**src/rtl/uart_pkg.sv**
```systemverilog
`default_nettype none
// ==========================================================================
// uart_pkg : UART frame constants, TX state type and baud divisor helper.
// Revision : 1.0 - initial release
// ==========================================================================
package uart_pkg;

   localparam int   DATA_BITS = 8;
   localparam logic LINE_IDLE = 1'b1;

   typedef enum logic [2:0] {
      IDLE   = 3'd0,
      START  = 3'd1,
      DATA   = 3'd2,
      PARITY = 3'd3,
      STOP   = 3'd4
   } tx_state_t;

   function automatic int baud_tick(input int clk_freq, input int baud_rate);
      return clk_freq / baud_rate;
   endfunction

endpackage
`default_nettype wire

```
**src/rtl/uart_baud_gen.sv**
```systemverilog
`default_nettype none
// ==========================================================================
// uart_baud_gen : free-running bit-period counter with synchronous clear.
// Revision      : 1.0 - initial release
// ==========================================================================
module uart_baud_gen #(
   parameter int BAUD_TICK = 10
) (
   input  logic clk,
   input  logic rst_n,
   input  logic clear,
   output logic bit_end
);

   localparam int             CW   = $clog2(BAUD_TICK);
   localparam logic [CW-1:0]  LAST = CW'(BAUD_TICK - 1);

   logic [CW-1:0] count;

   always_ff @(posedge clk) begin
      if (!rst_n || clear) begin
         count <= '0;
      end else if (count == LAST) begin
         count <= '0;
      end else begin
         count <= count + 1'b1;
      end
   end

   assign bit_end = (count == LAST);

endmodule
`default_nettype wire

```
**src/rtl/uart_tx.sv**
```systemverilog
`default_nettype none
// ==========================================================================
// uart_tx  : UART transmitter, 8N1/8E1/8O1/8x2 frames, one-byte holding reg.
// Revision : 1.0 - initial release
// ==========================================================================
module uart_tx
   import uart_pkg::*;
#(
   parameter int CLK_FREQ   = 100_000_000,
   parameter int BAUD_RATE  = 9600,
   parameter int PARITY_EN  = 0,
   parameter int PARITY_ODD = 0,
   parameter int STOP_BITS  = 1
) (
   input  logic       clk,
   input  logic       rst_n,
   input  logic [7:0] in_data,
   input  logic       in_valid,
   output logic       in_ready,
   output logic       tx,
   output logic       busy,
   output logic       tx_done
);

   localparam int        BAUD_TICK  = baud_tick(CLK_FREQ, BAUD_RATE);
   localparam tx_state_t AFTER_DATA = (PARITY_EN != 0) ? PARITY : STOP;
   localparam logic [2:0] LAST_DATA = 3'(DATA_BITS - 1);
   localparam logic [2:0] LAST_STOP = 3'(STOP_BITS - 1);
   localparam logic       ODD       = (PARITY_ODD != 0);

   tx_state_t  state;
   logic [7:0] hold_data;
   logic       hold_full;
   logic [7:0] shift;
   logic [2:0] bit_idx;
   logic       bit_end;
   logic       baud_clear;
   logic       line_bit;

   // Counter is held at zero while idle so every frame starts on a fresh bit period.
   assign baud_clear = (state == IDLE);

   uart_baud_gen #(
      .BAUD_TICK (BAUD_TICK)
   ) u_baud (
      .clk     (clk),
      .rst_n   (rst_n),
      .clear   (baud_clear),
      .bit_end (bit_end)
   );

   always_comb begin
      line_bit = LINE_IDLE;
      case (state)
         START:   line_bit = 1'b0;
         DATA:    line_bit = shift[bit_idx];
         PARITY:  line_bit = (^shift) ^ ODD;
         default: line_bit = LINE_IDLE;
      endcase
   end

   assign in_ready = !hold_full;

   always_ff @(posedge clk) begin
      if (!rst_n) begin
         state     <= IDLE;
         hold_data <= '0;
         hold_full <= 1'b0;
         shift     <= '0;
         bit_idx   <= '0;
         tx        <= LINE_IDLE;
         busy      <= 1'b0;
         tx_done   <= 1'b0;
      end else begin
         // Outputs trail the state by one clock, so tx, busy and tx_done stay aligned.
         tx      <= line_bit;
         busy    <= (state != IDLE);
         tx_done <= 1'b0;

         if (in_valid && !hold_full) begin
            hold_data <= in_data;
            hold_full <= 1'b1;
         end

         case (state)
            IDLE: begin
               if (hold_full) begin
                  shift     <= hold_data;
                  hold_full <= 1'b0;
                  bit_idx   <= '0;
                  state     <= START;
               end
            end
            START: begin
               if (bit_end) begin
                  bit_idx <= '0;
                  state   <= DATA;
               end
            end
            DATA: begin
               if (bit_end) begin
                  if (bit_idx == LAST_DATA) begin
                     bit_idx <= '0;
                     state   <= AFTER_DATA;
                  end else begin
                     bit_idx <= bit_idx + 1'b1;
                  end
               end
            end
            PARITY: begin
               if (bit_end) begin
                  bit_idx <= '0;
                  state   <= STOP;
               end
            end
            STOP: begin
               if (bit_end) begin
                  if (bit_idx == LAST_STOP) begin
                     tx_done <= 1'b1;
                     bit_idx <= '0;
                     if (hold_full) begin
                        shift     <= hold_data;
                        hold_full <= 1'b0;
                        state     <= START;
                     end else begin
                        state <= IDLE;
                     end
                  end else begin
                     bit_idx <= bit_idx + 1'b1;
                  end
               end
            end
            default: state <= IDLE;
         endcase
      end
   end

endmodule
`default_nettype wire
```
**config.mk**
```make
export PLATFORM = sky130hd
export DESIGN_NAME = uart_tx
export DESIGN_NICKNAME = d
export VERILOG_FILES = /design/src/rtl/uart_pkg.sv /design/src/rtl/uart_baud_gen.sv /design/src/rtl/uart_tx.sv
export SDC_FILE = /design/constraint.sdc
export NUM_CORES = 1
export LEC_CHECK = 0
export CAP_MARGIN = 10
export CORE_ASPECT_RATIO = 0.7
export CORE_MARGIN = 3
export CORE_UTILIZATION = 50
export CTS_CLUSTER_DIAMETER = 80
export CTS_CLUSTER_SIZE = 20
export DETAILED_ROUTE_END_ITERATION = 8
export GPL_TIMING_DRIVEN = 1
export PLACE_DENSITY = 0.7
export RECOVER_POWER = 50
export SETUP_SLACK_MARGIN = 0.02
export SYNTH_ARGS = -nofsm -noshare
export SYNTH_HDL_FRONTEND = slang
export SYNTH_SLANG_ARGS = --single-unit
export TNS_END_PERCENT = 100
```
**constraint.sdc**
```tcl
create_clock -name clk -period 2.2 [get_ports clk]
set_input_delay 0.44 -clock clk [delete_from_list [all_inputs] [get_ports clk]]
set_output_delay 0.44 -clock clk [all_outputs]
set_load 0.05 [all_outputs]
```
==> results_dict.tcl <==
set metrics [dict create \
    status "finished clean" \
    met1_usage 0.288 \
    cts_num_sinks 40 \
    drive_gt1_frac 0.0649 \
    vias_per_cell 5.56 \
    start_util 0.556 \
    fill_cells 287 \
    grt.total_usage 0.196 \
    multi_input_area_um2 982 \
    syn_inst 216 \
    power.leakage_nw 0.728 \
    relSlewSlack 0.623 \
    avgRoutedWirePerCell_um 14.6 \
    htreeDepth 2 \
    synth_cell_types 34 \
    synth_edf_count 0 \
    dp.cells 270 \
    synth_top_area_frac 0.432 \
    ys_warn_count 0 \
    initialDrtViolationCount 109 \
    rows 17 \
    met2_usage 0.273 \
    die-area_um2 4490 \
    ir_worst_vdd_uv 435 \
    r2r_slack_ns 0.22 \
    drcViolationCount 0 \
    cts-root-buf "clkbuf_8" \
    dr_total_vias 1545 \
    dr.pass1.iters 4 \
    io_buffers 14 \
    cellPowerDensity_nw_per_um2 657 \
    drv_cap 0 \
    final_cell_mix "dfxtp_1, nand2_1, nor2_1" \
    rsz0062_at_grt "no" \
    fmax_ghz 0.485 \
    fin_crit_ns 2.06 \
    insertion_delay_ns 0.29 \
    clk_path_buf_depth 2 \
    crit_type "reg2out" \
    worstHoldPathType "reg2reg" \
    grt_pass1_vias 1409 \
    cts_buffers 5 \
    end_kind "primary output" \
    synthTopCellsByArea "dfxtp_1, xnor2_1, nand2_1, a21oi_1, nor2_1" \
    die_h_um 57.0 \
    ioPinCount 15 \
    final_common_cell "dfxtp_1" \
    path_cells "inv_1 -> dlygate4sd3_1" \
    regArea_um2 801 \
    synth_area_leader_cell "dfxtp_1" \
    setup_tns_ns 0 \
    startpoint_type "flip-flop" \
    antenna_found_initial 0 \
    syn_area_um2 1860 \
    worst_pin_slew_ns 0.560 \
    synthArstFlopShare 0 \
    top_usage_layer "met1" \
    place_congestion 0.880 \
    synthFlopType "dfxtp_1" \
    synth.ff_latch_count 40 \
    syn_avg_cell_area_um2 8.59 \
    worst_ep_required_time_ns 1.76 \
    finalHoldViolCount 0 \
    wl_mm 4.07 \
    syn_nets 231 \
    die-width_um 78.8 \
    syn2layout_area_growth_pct 13.9 \
    postRouteAntennaNets 0 \
    cts_hold_buf 0 \
    seq_area_frac_synth 0.432 \
    post-cts-setup-buffer-count 0 \
    finalCritPeriodShare 0.938 \
    final_max_slew_viol_count 0 \
    grt_start_max_net_pins 20 \
    fin_worst_skew_ns 0.00204 \
    grtUsageMet3 0.0521 \
    hpwl_mm 3.02 \
    crit_arrival_ns 1.62 \
    fin_nets 245 \
    setup_viol 0 \
    worstPathMaxFanout 4 \
    cpMaxStageDelayCell "dlygate4sd3_1" \
    instances_no_fill 278 \
    diodes 0 \
    cts_tree "yes" \
    max_stage_delay_ns 0.89 \
    path_clk_slew_ns 0.07 \
    cts_resized 0 \
    core_um2 3340 \
    grt_pass1_wl_mm 6.84 \
    grt.overflow.total 0 \
]
==> synthesized netlist by cell type, types with 4 or more instances <==
library cell	count
inv_1	5
nand2_1	27
a21oi_1	18
nor3_1	4
dfxtp_1	40
o21ai_0	14
clkbuf_1	7
mux2i_1	4
xnor2_1	13
nand4_1	4
ha_1	4
nor2_1	24
xor2_1	6
nand3_1	16
==> stage by stage <==
stage	power (mW)	instance area [um2]	util	setup slack (ns)	hold slack, ns
final	1.39	2110	0.633	0.137	0.470
after global routing	1.44	2110	0.633	0.0257	0.490
after CTS	1.40	2110	0.633	0.157	0.469
after detailed placement	0.904	2020	0.606	0.164	0.458
after global placement	0.898	2020	0.606	0.335	0.443
after floorplan	0.856	1860	-	0.368	0.430
==> cells by family after synthesis <==
| logic type | Yosys count | synth area share |
|---|---|---|
| XOR/XNOR | 19 | 0.0897 |
| AO/OA/AOI/OAI | 39 | 0.119 |
| flip-flops | 40 | 0.432 |
| buffers and inverters | 15 | 0.0391 |
| AND/OR/NAND/NOR | 93 | 0.247 |
| multiplexers | 6 | 0.0459 |
| adder cells (fa/ha/maj) | 4 | 0.0270 |
==> flip-flops by register name, summed over array words and instances (netlist names) <==
signal        flops
tx                1
shift             8
state             3
hold_data         8
tx_done           1
hold_full         1
u_baud.count     14
bit_idx           3
busy              1
==> worst paths after layout <==
check	cells past startpoint	from	to
worst max-delay path	2	hold_full$_SDFF_PN0_	in_ready
worst min-delay path	2	hold_data[2]$_SDFFE_PN0P_	hold_data[2]$_SDFFE_PN0P_
worst max register to register	5	u_baud.count[0]$_SDFF_PP0_	u_baud.count[12]$_SDFF_PP0_
worst min register to register	2	hold_data[2]$_SDFFE_PN0P_	hold_data[2]$_SDFFE_PN0P_
==> cell type report <==
| cell class | instances | share of cell area |
|---|---|---|
| Multi-Input combinational cell | 161 | 0.465 |
| Tap cell | 47 | 0.0278 |
| Clock buffer | 8 | 0.0426 |
| Timing Repair Buffer | 17 | 0.0770 |
| Inverter | 5 | 0.00888 |
| Sequential cell | 40 | 0.379 |
==> routing by layer <==
metal	part of all wire	up-vias	wire length, um
met2	0.43	42	1740
met5	0	-	0
met3	0.048	8	195
met4	0.015	0	62
li1	-	773	-
met1	0.51	722	2070
==> power breakdown <==
| group | switching (mW) | leakage, nW | total [mW] | internal, mW |
|---|---|---|---|---|
| combinational | 0.0717 | 0.358 | 0.124 | 0.0522 |
| clock | 0.246 | 0.0455 | 0.501 | 0.256 |
| sequential | 0.0200 | 0.324 | 0.764 | 0.744 |
| total | 0.337 | 0.728 | 1.39 | 1.05 |
==> critical path, delay by kind of cell (launching register included) <==
family | cells | cell delay (ns)
buf+inv | 2 | 1.00
flops | 1 | 0.33
Power figures use the tool's default switching activity.
